<file path="src/rtl/convertidor_binario_bcd.sv">
// Sequential binary-to-BCD converter (double dabble, one bit per clock) with a
// start/busy/done handshake; digit outputs update only when a conversion completes.
module convertidor_binario_bcd #(
  parameter int ANCHO_BINARIO = 14,
  parameter int LIMITE        = 9999
) (
  input  logic                     i_Reloj,
  input  logic                     i_Reset,
  input  logic                     i_Inicio,
  input  logic [ANCHO_BINARIO-1:0] i_Binario,
  output logic [3:0]               o_Datos_0,
  output logic [3:0]               o_Datos_1,
  output logic [3:0]               o_Datos_2,
  output logic [3:0]               o_Datos_3,
  output logic                     o_Ocupado,
  output logic                     o_Listo,
  output logic                     o_Desborde
);

  localparam int CW = $clog2(ANCHO_BINARIO + 1);

  typedef enum logic [1:0] {
    REPOSO,
    DESPLAZA,
    TERMINA
  } estado_t;

  estado_t                  estado_reg, estado_next;
  logic [ANCHO_BINARIO-1:0] binario_reg, binario_next;
  logic [15:0]              acum_reg, acum_next, acum_ajustado;
  logic [CW-1:0]            contador_reg, contador_next;
  logic                     desborde_pend_reg, desborde_pend_next;
  logic [15:0]              datos_reg, datos_next;
  logic                     ocupado_reg, ocupado_next;
  logic                     listo_reg, listo_next;
  logic                     desborde_reg, desborde_next;

  // Add-3 correction applied to every BCD nibble before each shift
  generate
    for (genvar gi = 0; gi < 4; gi++) begin : g_ajuste
      assign acum_ajustado[4*gi +: 4] = (acum_reg[4*gi +: 4] >= 4'd5)
                                        ? acum_reg[4*gi +: 4] + 4'd3
                                        : acum_reg[4*gi +: 4];
    end
  endgenerate

  always_ff @(posedge i_Reloj) begin
    if (i_Reset) begin
      estado_reg        <= REPOSO;
      binario_reg       <= '0;
      acum_reg          <= '0;
      contador_reg      <= '0;
      desborde_pend_reg <= 1'b0;
      datos_reg         <= '0;
      ocupado_reg       <= 1'b0;
      listo_reg         <= 1'b0;
      desborde_reg      <= 1'b0;
    end else begin
      estado_reg        <= estado_next;
      binario_reg       <= binario_next;
      acum_reg          <= acum_next;
      contador_reg      <= contador_next;
      desborde_pend_reg <= desborde_pend_next;
      datos_reg         <= datos_next;
      ocupado_reg       <= ocupado_next;
      listo_reg         <= listo_next;
      desborde_reg      <= desborde_next;
    end
  end

  always_comb begin
    estado_next        = estado_reg;
    binario_next       = binario_reg;
    acum_next          = acum_reg;
    contador_next      = contador_reg;
    desborde_pend_next = desborde_pend_reg;
    datos_next         = datos_reg;
    ocupado_next       = ocupado_reg;
    listo_next         = 1'b0;
    desborde_next      = desborde_reg;

    case (estado_reg)
      REPOSO: begin
        if (i_Inicio) begin
          binario_next       = i_Binario;
          acum_next          = '0;
          contador_next      = CW'(ANCHO_BINARIO);
          // Overflow is decided on the captured value; the live input may change later
          desborde_pend_next = (32'(i_Binario) > 32'(LIMITE));
          ocupado_next       = 1'b1;
          estado_next        = DESPLAZA;
        end
      end
      DESPLAZA: begin
        acum_next     = {acum_ajustado[14:0], binario_reg[ANCHO_BINARIO-1]};
        binario_next  = binario_reg << 1;
        contador_next = contador_reg - CW'(1);
        if (contador_reg == CW'(1)) begin
          estado_next = TERMINA;
        end
      end
      TERMINA: begin
        datos_next    = desborde_pend_reg ? 16'h9999 : acum_reg;
        desborde_next = desborde_pend_reg;
        listo_next    = 1'b1;
        ocupado_next  = 1'b0;
        estado_next   = REPOSO;
      end
      default: begin
        estado_next  = REPOSO;
        ocupado_next = 1'b0;
      end
    endcase
  end

  assign o_Datos_0  = datos_reg[3:0];
  assign o_Datos_1  = datos_reg[7:4];
  assign o_Datos_2  = datos_reg[11:8];
  assign o_Datos_3  = datos_reg[15:12];
  assign o_Ocupado  = ocupado_reg;
  assign o_Listo    = listo_reg;
  assign o_Desborde = desborde_reg;

endmodule

</file>
<file path="config.mk">
export PLATFORM = sky130hd
export DESIGN_NAME = convertidor_binario_bcd
export DESIGN_NICKNAME = d
export VERILOG_FILES = /design/src/rtl/convertidor_binario_bcd.sv
export SDC_FILE = /design/constraint.sdc
export NUM_CORES = 1
export LEC_CHECK = 0
export CAP_MARGIN = 20
export CORE_MARGIN = 3
export CORE_UTILIZATION = 40
export DETAILED_ROUTE_END_ITERATION = 7
export GPL_TIMING_DRIVEN = 1
export SETUP_SLACK_MARGIN = 0.2
export SLEW_MARGIN = 20
export SYNTH_ARGS = -nofsm -noshare
export SYNTH_HDL_FRONTEND = slang
export SYNTH_SLANG_ARGS = --single-unit
</file>
<file path="constraint.sdc">
create_clock -name i_Reloj -period 2.46 [get_ports i_Reloj]
set_input_delay 0.369 -clock i_Reloj [delete_from_list [all_inputs] [get_ports i_Reloj]]
set_output_delay 0.369 -clock i_Reloj [all_outputs]
set_load 0.02 [all_outputs]
</file>
==> results of run 1 <==
## cells in the mapped netlist
cell type,number
o21ai_0,7
nor2b_1,4
a32o_1,4
clkbuf_1,3
buf_2,11
nor2_1,32
ha_1,10
and2b_1,1
nor4_1,1
mux2i_1,4
a21oi_1,15
and3_1,1
inv_1,11
a311oi_1,16
nand2b_1,7
dfxtp_1,56
nand3b_1,2
nand3_1,10
o21a_1,1
o32ai_1,5
a21o_1,3
xnor2_1,4
a22o_1,9
nor2_2,2
xor2_1,3
buf_4,3
nor2_4,1
nor3_1,14
buf_1,1
a31oi_1,1
a211oi_1,4
nand2_1,35
## per-stage QoR
stage | power [mW] | area, um^2
after CTS | 1.65 | 2930
after floorplan | 1.11 | 2460
final | 1.63 | 2930
after detailed placement | 1.17 | 2850
after global routing | 1.72 | 2930
after global placement | 1.17 | 2850
## layer usage
metal,GRT usage (%),part of all wire (%),vias up
li1,-,-,1050
met1,23.4,54,941
met2,21.8,42,38
met3,3.43,3.4,4
met4,3.02,0.73,0
met5,0,0,-
## kinds of logic (layout without fill, tap and decap cells)
logic type	Yosys count	after routing	synth area share, %
compound gates	65	65	19.5
xor+xnor	7	7	2.49
mux	4	4	1.63
flops	56	56	45.6
fa+ha+maj	10	10	5.09
simple gates	110	110	20.3
buf+inv	29	59	5.44
## power breakdown
part           internal [mW]  switching (mW)
clock                  0.194           0.285
sequential             0.941          0.0261
combinational         0.0795           0.102
## placed cells by master, fill, tap and decap left out, types with 2 or more instances in the layout
master and instances:
a32o_1 4, nor2_1 32, xor2_1 3, dfxtp_1 56, clkdlybuf4s50_1 35, nor2_2 2
ha_1 10, mux2i_1 4, xnor2_1 4, nor2b_1 4, a22o_1 9, a211oi_1 4
nand3_1 10, inv_1 11, a21oi_1 15, o21ai_0 7, o32ai_1 5, nor3_1 14
nand2b_1 7, a311oi_1 16, clkbuf_8 5, a21o_1 3, nand2_1 35, buf_4 6
nand3b_1 2
## worst max-delay path, stage by stage
cell	delay [ns]
clkdlybuf4s50_1	0.48
nor2_2	0.17
nor2_4	0.04
nor2_1	0.61
a22o_1	0.26
## how the worst max path moves through the flow
stage,start,end,slack (ns),depth (start not counted)
after floorplan,acum_reg[9],acum_reg[10],1.09,6
after global placement,i_Inicio,acum_reg[10],0.46,5
after detailed placement,i_Inicio,acum_reg[1],0.43,5
after CTS,i_Inicio,acum_reg[1],0.75,5
after global routing,i_Inicio,acum_reg[10],0.65,5
final,i_Inicio,acum_reg[1],0.77,5
## cell type report
| class | instances | share of cell area [%] |
|---|---|---|
| flip-flops and latches | 56 | 38.2 |
| clock buffers | 5 | 2.35 |
| multi-input cells | 196 | 41.1 |
| clock inverters | 2 | 0.426 |
| repair buffers | 41 | 13.5 |
| inverters | 11 | 1.41 |
| well taps | 72 | 3.07 |
==> flow_summary.ini, run 1 <==
[routing]
wirelength_um = 5220
drt_first_pass_iters = 4
vias = 2033
postRouteAntennaNets = 0
drc = 0
detail_route.iter0.violations = 92
vias_per_cell = 5.31
wl_per_cell_um = 13.6

[sta]
timing.fmax_mhz = 593
rsz0062_at_grt = no
drv_slew = 0
tightest_slew_ns = 0.794
hold_viol_final = 0
fin_setup_tns_ns = 0
worst_slack_ns = 0.773
whs_ns = 0.455
maxSlewHeadroom_pct = 46.9
min_period_ns = 1.69
finClkSkew_ns = 0.00737
period_share_pct = 68.6
setup_viol = 0

[floorplan]
ios = 36
core-area_um2 = 5740
die_h_um = 84.4
start_util_pct = 42.8
die_w_um = 84.4
dieArea_um2 = 7130
num_rows = 27

[logic_synthesis]
synth_top_area_share_pct = 45.6
ys_ff_latch = 56
avgSynthCellArea_um2 = 8.75
yosysTopAreaCell = dfxtp_1
ys_seq_area_share_pct = 45.6
ys_types = 32
netlist_instances = 281
synth_area_leaders = dfxtp_1 46%, a311oi_1 5.7%, nand2_1 5.3%
syn-cell-area_um2 = 2460
syn-num-nets = 308
yosysWarningCount = 0

[run]
drv_cap = 0

[worst_setup_path]
worst-r2r-cell-count = 4
worst-setup-path-type = input port to flip-flop
reg2reg_slack_ns = 0.84
r2r-end = acum_reg[1]
crit_path_end_kind = flip-flop
cp.arrival_ns = 1.93
r2r_start = estado_reg[0]
worstPathMaxFanout = 12
cp-start-kind = input port
worstPathRequired_ns = 2.71

[min_path]
hp-class = flip-flop to flip-flop
min-delay-start = datos_reg[2]
min_to = datos_reg[2]
min_path_cells = 2

[power]
power_density_nw_per_um2 = 555
ir_drop_mv = 0.243
p_leak_nw = 1.11

[layout]
antenna_cells = 0
seq_area_um2 = 1120
final-instance-count-excl-fill = 383
multi_input_area_um2 = 1200
areaGrowthSynthToFinish_pct = 19.3
final_nets = 338
final_util_pct = 51.1
drive_gt1_share_pct = 5.14
fill_cells = 545

[placement]
gp_congestion = 0.759
dp.cells = 376
hpwl_um = 3680
place_worst_setup_slack_ns = 0.426
io_buffers = 35

[clocking]
clk_pin_slew_ns = 0.09
clock_latency_ns = 0.30
htree_num_levels = 2
cts_setup_buffers = 0
cts_resized = 0
cts_tree = built
cts_buffer_depth = 2
cts_root_buf = clkbuf_8
holdBufCountCts = 0
numCtsBuffers = 5
cts.sinks = 56

[global_route]
grt_max_degree = 34
grt_pass1_wl_um = 9140
grt.total_usage_pct = 15.2
grt_pass1_vias = 1871
overflow = 0
antenna_found_initial = 0

[outcome]
status = complete, no violations
Note: power is estimated with default switching activity, not from simulation.
==> run 2, diff against run 1 <==
==> constraint.sdc (replaced) <==
create_clock -name i_Reloj -period 1.6 [get_ports i_Reloj]
set_input_delay 0.24 -clock i_Reloj [delete_from_list [all_inputs] [get_ports i_Reloj]]
set_output_delay 0.24 -clock i_Reloj [all_outputs]
set_load 0.02 [all_outputs]
==> run 2 against run 1 <==
Sequential power up 53%. Wire length up 5.1%. Die area unchanged. Worst hold slack worse by 0.011 ns. Setup slack worse by 0.53 ns. First-iteration DRC count down 14%. Critical endpoint is now acum_reg[10].
==> flow_summary.ini, run 2 (synthesis gave the netlist of run 1 again) <==
[sta]
min_period_ns = 1.35
rsz0062_at_grt = yes
setup_viol = 0
timing.fmax_mhz = 739
finClkSkew_ns = 0.0115
tightest_slew_ns = 0.527
whs_ns = 0.445
period_share_pct = 84.6
hold_viol_final = 0
fin_setup_tns_ns = 0
worst_slack_ns = 0.247
drv_slew = 0
maxSlewHeadroom_pct = 64.8

[layout]
drive_gt1_share_pct = 14.9
final_nets = 349
final-instance-count-excl-fill = 395
areaGrowthSynthToFinish_pct = 27.1
layout_commonest_cell = dfxtp_1
final_util_pct = 54.4
antenna_cells = 0
layout_common_cells = 48 x dfxtp_1, 35 x nand2_1, 31 x nor2_1, 19 x dlygate4sd2_1, 16 x a311oi_1
fill_cells = 587

[routing]
vias_per_cell = 5.28
drc = 0
detail_route.iter0.violations = 79
wirelength_um = 5480
postRouteAntennaNets = 0
wl_per_cell_um = 13.9
drt_first_pass_iters = 4
vias = 2084

[worst_setup_path]
max_stage_delay_ns = 0.34
path_cells = inv_2 -> ha_1 -> nand2b_4 -> a21oi_2 -> mux2i_1 -> a22o_1
worstPathMaxFanout = 3
cp_top_family = flip-flops
cp-start-kind = flip-flop
crit_path_end_kind = flip-flop
cp_slowest_cell = dfxtp_2
worst-r2r-cell-count = 6
reg2reg_slack_ns = 0.25
worstPathRequired_ns = 1.85
r2r_start = acum_reg[9]
cp.arrival_ns = 1.61
worst-setup-path-type = flip-flop to flip-flop
r2r-end = acum_reg[10]
cp_num_buf_inv = 1

[global_route]
grt_max_degree = 34
grt_pass1_wl_um = 9390
overflow = 0
grt_pass1_vias = 1937
antenna_found_initial = 0
grt.total_usage_pct = 16.2

[clocking]
numCtsBuffers = 5
cts.sinks = 56
htree_num_levels = 2
clk_pin_slew_ns = 0.10
cts_tree = built
cts_buffer_depth = 2
cts_root_buf = clkbuf_8
clock_latency_ns = 0.31

[outcome]
status = complete, no violations

[placement]
place_worst_setup_slack_ns = -0.228
io_buffers = 35
hpwl_um = 3830
dp.cells = 386
gp_congestion = 0.760

[power]
ir_drop_mv = 0.501
p_leak_nw = 1.30
power_density_nw_per_um2 = 886

[run]
drv_cap = 0

[min_path]
min_to = o_Listo
hp-class = input port to flip-flop
min-delay-start = i_Reset
min_path_cells = 3

[floorplan]
dieArea_um2 = 7130
die_h_um = 84.4
die_w_um = 84.4
start_util_pct = 42.8
num_rows = 27
ios = 36
core-area_um2 = 5740
run 2: layer usage:
metal | up-vias | track usage, % | wire [um]
met2 | 36 | 24.5 | 2430
met3 | 6 | 3.43 | 248
li1 | 1073 | - | -
met1 | 969 | 22.7 | 2710
met5 | - | 0 | 0
met4 | 0 | 6.04 | 88
run 2: area by class of cell:
class | instances | area [um^2] | share of cell area (%)
Multi-Input combinational cell | 196 | 1260 | 40.4
Sequential cell | 56 | 1130 | 36.3
Timing Repair Buffer | 52 | 477 | 15.3
Tap cell | 72 | 90.1 | 2.88
Clock buffer | 6 | 82.6 | 2.64
Inverter | 11 | 41.3 | 1.32
Clock inverter | 2 | 38.8 | 1.24
run 2: worst max path at each step:
stage               slack (ns)         from           end  cells after the start
global placement         -0.23     i_Inicio   acum_reg[9]                      5
finish                    0.25  acum_reg[9]  acum_reg[10]                      6
CTS                       0.19  acum_reg[8]  acum_reg[10]                      6
detailed placement       -0.23     i_Inicio   acum_reg[5]                      5
floorplan                 0.23  acum_reg[9]  acum_reg[10]                      6
global route              0.18  acum_reg[1]   acum_reg[2]                      6
run 2: where the power goes:
group | leakage [nW] | total [mW] | switching [mW] | internal, mW
Combinational | 0.778 | 0.303 | 0.167 | 0.136
Clock | 0.0614 | 0.981 | 0.468 | 0.513
Sequential | 0.461 | 1.48 | 0.0387 | 1.45
Total | 1.30 | 2.77 | 0.673 | 2.09
run 2: stage by stage:
| stage | area, um^2 | power, mW |
|---|---|---|
| 2_1_floorplan | 2460 | 1.70 |
| 6_report | 3130 | 2.77 |
| 3_5_place_dp | 2940 | 1.82 |
| 5_1_grt | 3130 | 2.90 |
| 3_3_place_gp | 2940 | 1.81 |
| 4_1_cts | 3060 | 2.80 |
run 2: what timing repair did:
action / 4_1_cts / 5_1_grt
setup buffers: 0 / 1
pin swaps: 1 / 6
hold buffers: 0 / 0
hold endpoints to repair: 0 / 0
resized for setup: 26 / 19
endpoints found under the setup margin: 35 / 19
run 2: worst min-delay path, stage by stage:
cell	delay, ns
dlymetal6s2s_1	0.19
buf_4	0.20
nor2_1	0.09
==> run 3, diff against run 2 <==
==> constraint.sdc (replaced) <==
create_clock -name i_Reloj -period 1.3 [get_ports i_Reloj]
set_input_delay 0.195 -clock i_Reloj [delete_from_list [all_inputs] [get_ports i_Reloj]]
set_output_delay 0.195 -clock i_Reloj [all_outputs]
set_load 0.02 [all_outputs]
==> run 3 against run 2 <==
The flow now finishes with violations (setup timing). Critical path depth stayed put. Sequential share of layout area is 7.9 points lower. Sequential power is 24% higher. Maximum frequency is 0.25% lower. Largest power group unchanged.
==> flow_summary.ini, run 3 (synthesis gave the netlist of run 1 again) <==
[clocking]
clk_pin_slew_ns = 0.10
cts.sinks = 56
numCtsBuffers = 5
htree_num_levels = 2
holdBufCountCts = 0
clock_latency_ns = 0.32
cts_root_buf = clkbuf_8
cts_tree = built
cts_buffer_depth = 2

[floorplan]
ios = 36
die_h_um = 84.4
num_rows = 27
core-area_um2 = 5740
dieArea_um2 = 7130
die_w_um = 84.4
start_util_pct = 42.8

[sta]
worst_slack_ns = -0.0563
whs_ns = 0.443
period_share_pct = 104
timing.fmax_mhz = 737
hold_viol_final = 0
tightest_slew_ns = 0.368
rsz0062_at_grt = yes
min_period_ns = 1.36
maxSlewHeadroom_pct = 75.5
setup_viol = 11
finClkSkew_ns = 0.00777
drv_slew = 0

[power]
power_switching_uw = 957
ir_drop_mv = 0.517
comb_power_share_pct = 16.7
p_int_mw = 2.86
p_leak_nw = 1.60
total_power_mw = 3.81
p_clk_share_pct = 35.2
power_density_nw_per_um2 = 942
swShare_pct = 25.1
p_seq_share_pct = 48.1

[routing]
wirelength_um = 7330
vias_per_cell = 5.52
detail_route.iter0.violations = 108
wl_per_cell_um = 17.1
drc = 0
vias = 2369
postRouteAntennaNets = 0
drt_first_pass_iters = 4

[worst_setup_path]
reg2reg_slack_ns = -0.06
path_common_cell = nor2_4
max_stage_delay_ns = 0.42
crit_path_end_kind = flip-flop
worst-r2r-cell-count = 6
cp-start-kind = flip-flop
r2r-end = acum_reg[2]
r2r_start = estado_reg[0]
worstPathMaxFanout = 6
cp.arrival_ns = 1.57
cp_slowest_cell = dfxtp_4
worst-setup-path-type = flip-flop to flip-flop
critPathLaunch = estado_reg[0]
worstPathRequired_ns = 1.51
path_cells = nor2_4 -> nor2_4 -> buf_6 -> nor2_4 -> clkbuf_16 -> a22o_1

[placement]
placed_cell_area_um2 = 3240
hpwl_um = 4180
gp_congestion = 0.780
place_worst_setup_slack_ns = -0.282
io_buffers = 35

[global_route]
overflow = 0
antenna_found_initial = 0
grt_pass1_vias = 2116
grt_max_degree = 30
grt_pass1_wl_um = 10800
grt.total_usage_pct = 18.6

[layout]
final_util_pct = 70.5
final_nets = 384
drive_gt1_share_pct = 51.8
fill_cells = 429
layout_common_cells = 43 x dfxtp_1, 30 x nand2_1, 29 x buf_4, 20 x nor2_1, 18 x buf_2
areaGrowthSynthToFinish_pct = 64.5
antenna_cells = 0
design_area_um2 = 4050
layout_commonest_cell = dfxtp_1

[min_path]
min_path_cells = 3
min_to = binario_reg[1]
hp-class = input port to flip-flop
min-delay-start = i_Binario[1]

[run]
drv_cap = 0

[outcome]
status = complete, but fails checks
violations = setup timing
run 3: cell type report:
cell class | count | area [um^2] | share of cell area (%)
well taps | 72 | 90.1 | 2.23
multi-input cells | 196 | 1780 | 43.9
repair buffers | 87 | 856 | 21.2
flip-flops and latches | 56 | 1150 | 28.4
clock inverters | 2 | 60.1 | 1.48
inverters | 11 | 47.5 | 1.18
clock buffers | 5 | 68.8 | 1.70
run 3: critical path, delay by kind of cell (launching register included):
kind | cells | cell delay [ns]
buffers and inverters | 2 | 0.32
AND/OR/NAND/NOR | 3 | 0.30
AO/OA/AOI/OAI | 1 | 0.22
flip-flops | 1 | 0.42
run 3: per-layer routing:
layer	global-route usage, %	vias to the layer above	share of wire (%)
met2	27.8	42	46
met5	0	-	0
met3	3.24	8	4.1
li1	-	1161	-
met4	5.18	0	1.0
met1	27.5	1158	49
run 3: worst max path at each step:
stage | slack, ns | endpoint | depth (start not counted)
3_5_place_dp | -0.28 | acum_reg[15] | 3
4_1_cts | 0.02 | acum_reg[10] | 6
3_3_place_gp | -0.27 | acum_reg[11] | 6
6_report | -0.06 | acum_reg[2] | 6
5_1_grt | -0.11 | acum_reg[14] | 6
2_1_floorplan | 0.12 | acum_reg[10] | 6
run 3: what timing repair did:
action	in CTS	in global routing
endpoints found under the setup margin	74	56
gates cloned	3	4
buffers inserted	7	11
resized for setup	101	85
pin swaps	7	35
run 3: stage by stage:
step	cells	TNS [ns]
6_report	429	-0.224
5_1_grt	429	-1.20
4_1_cts	414	0
3_5_place_dp	397	-8.46
3_3_place_gp	397	-7.85
2_1_floorplan	281	0
run 3: power groups by stage:
stage	combinational (mW)	sequential (mW)	clock, mW
2_1_floorplan	0.259	1.86	0
3_3_place_gp	0.417	1.87	0
3_5_place_dp	0.418	1.87	0
4_1_cts	0.464	1.83	1.35
5_1_grt	0.684	1.84	1.41
6_report	0.637	1.83	1.34
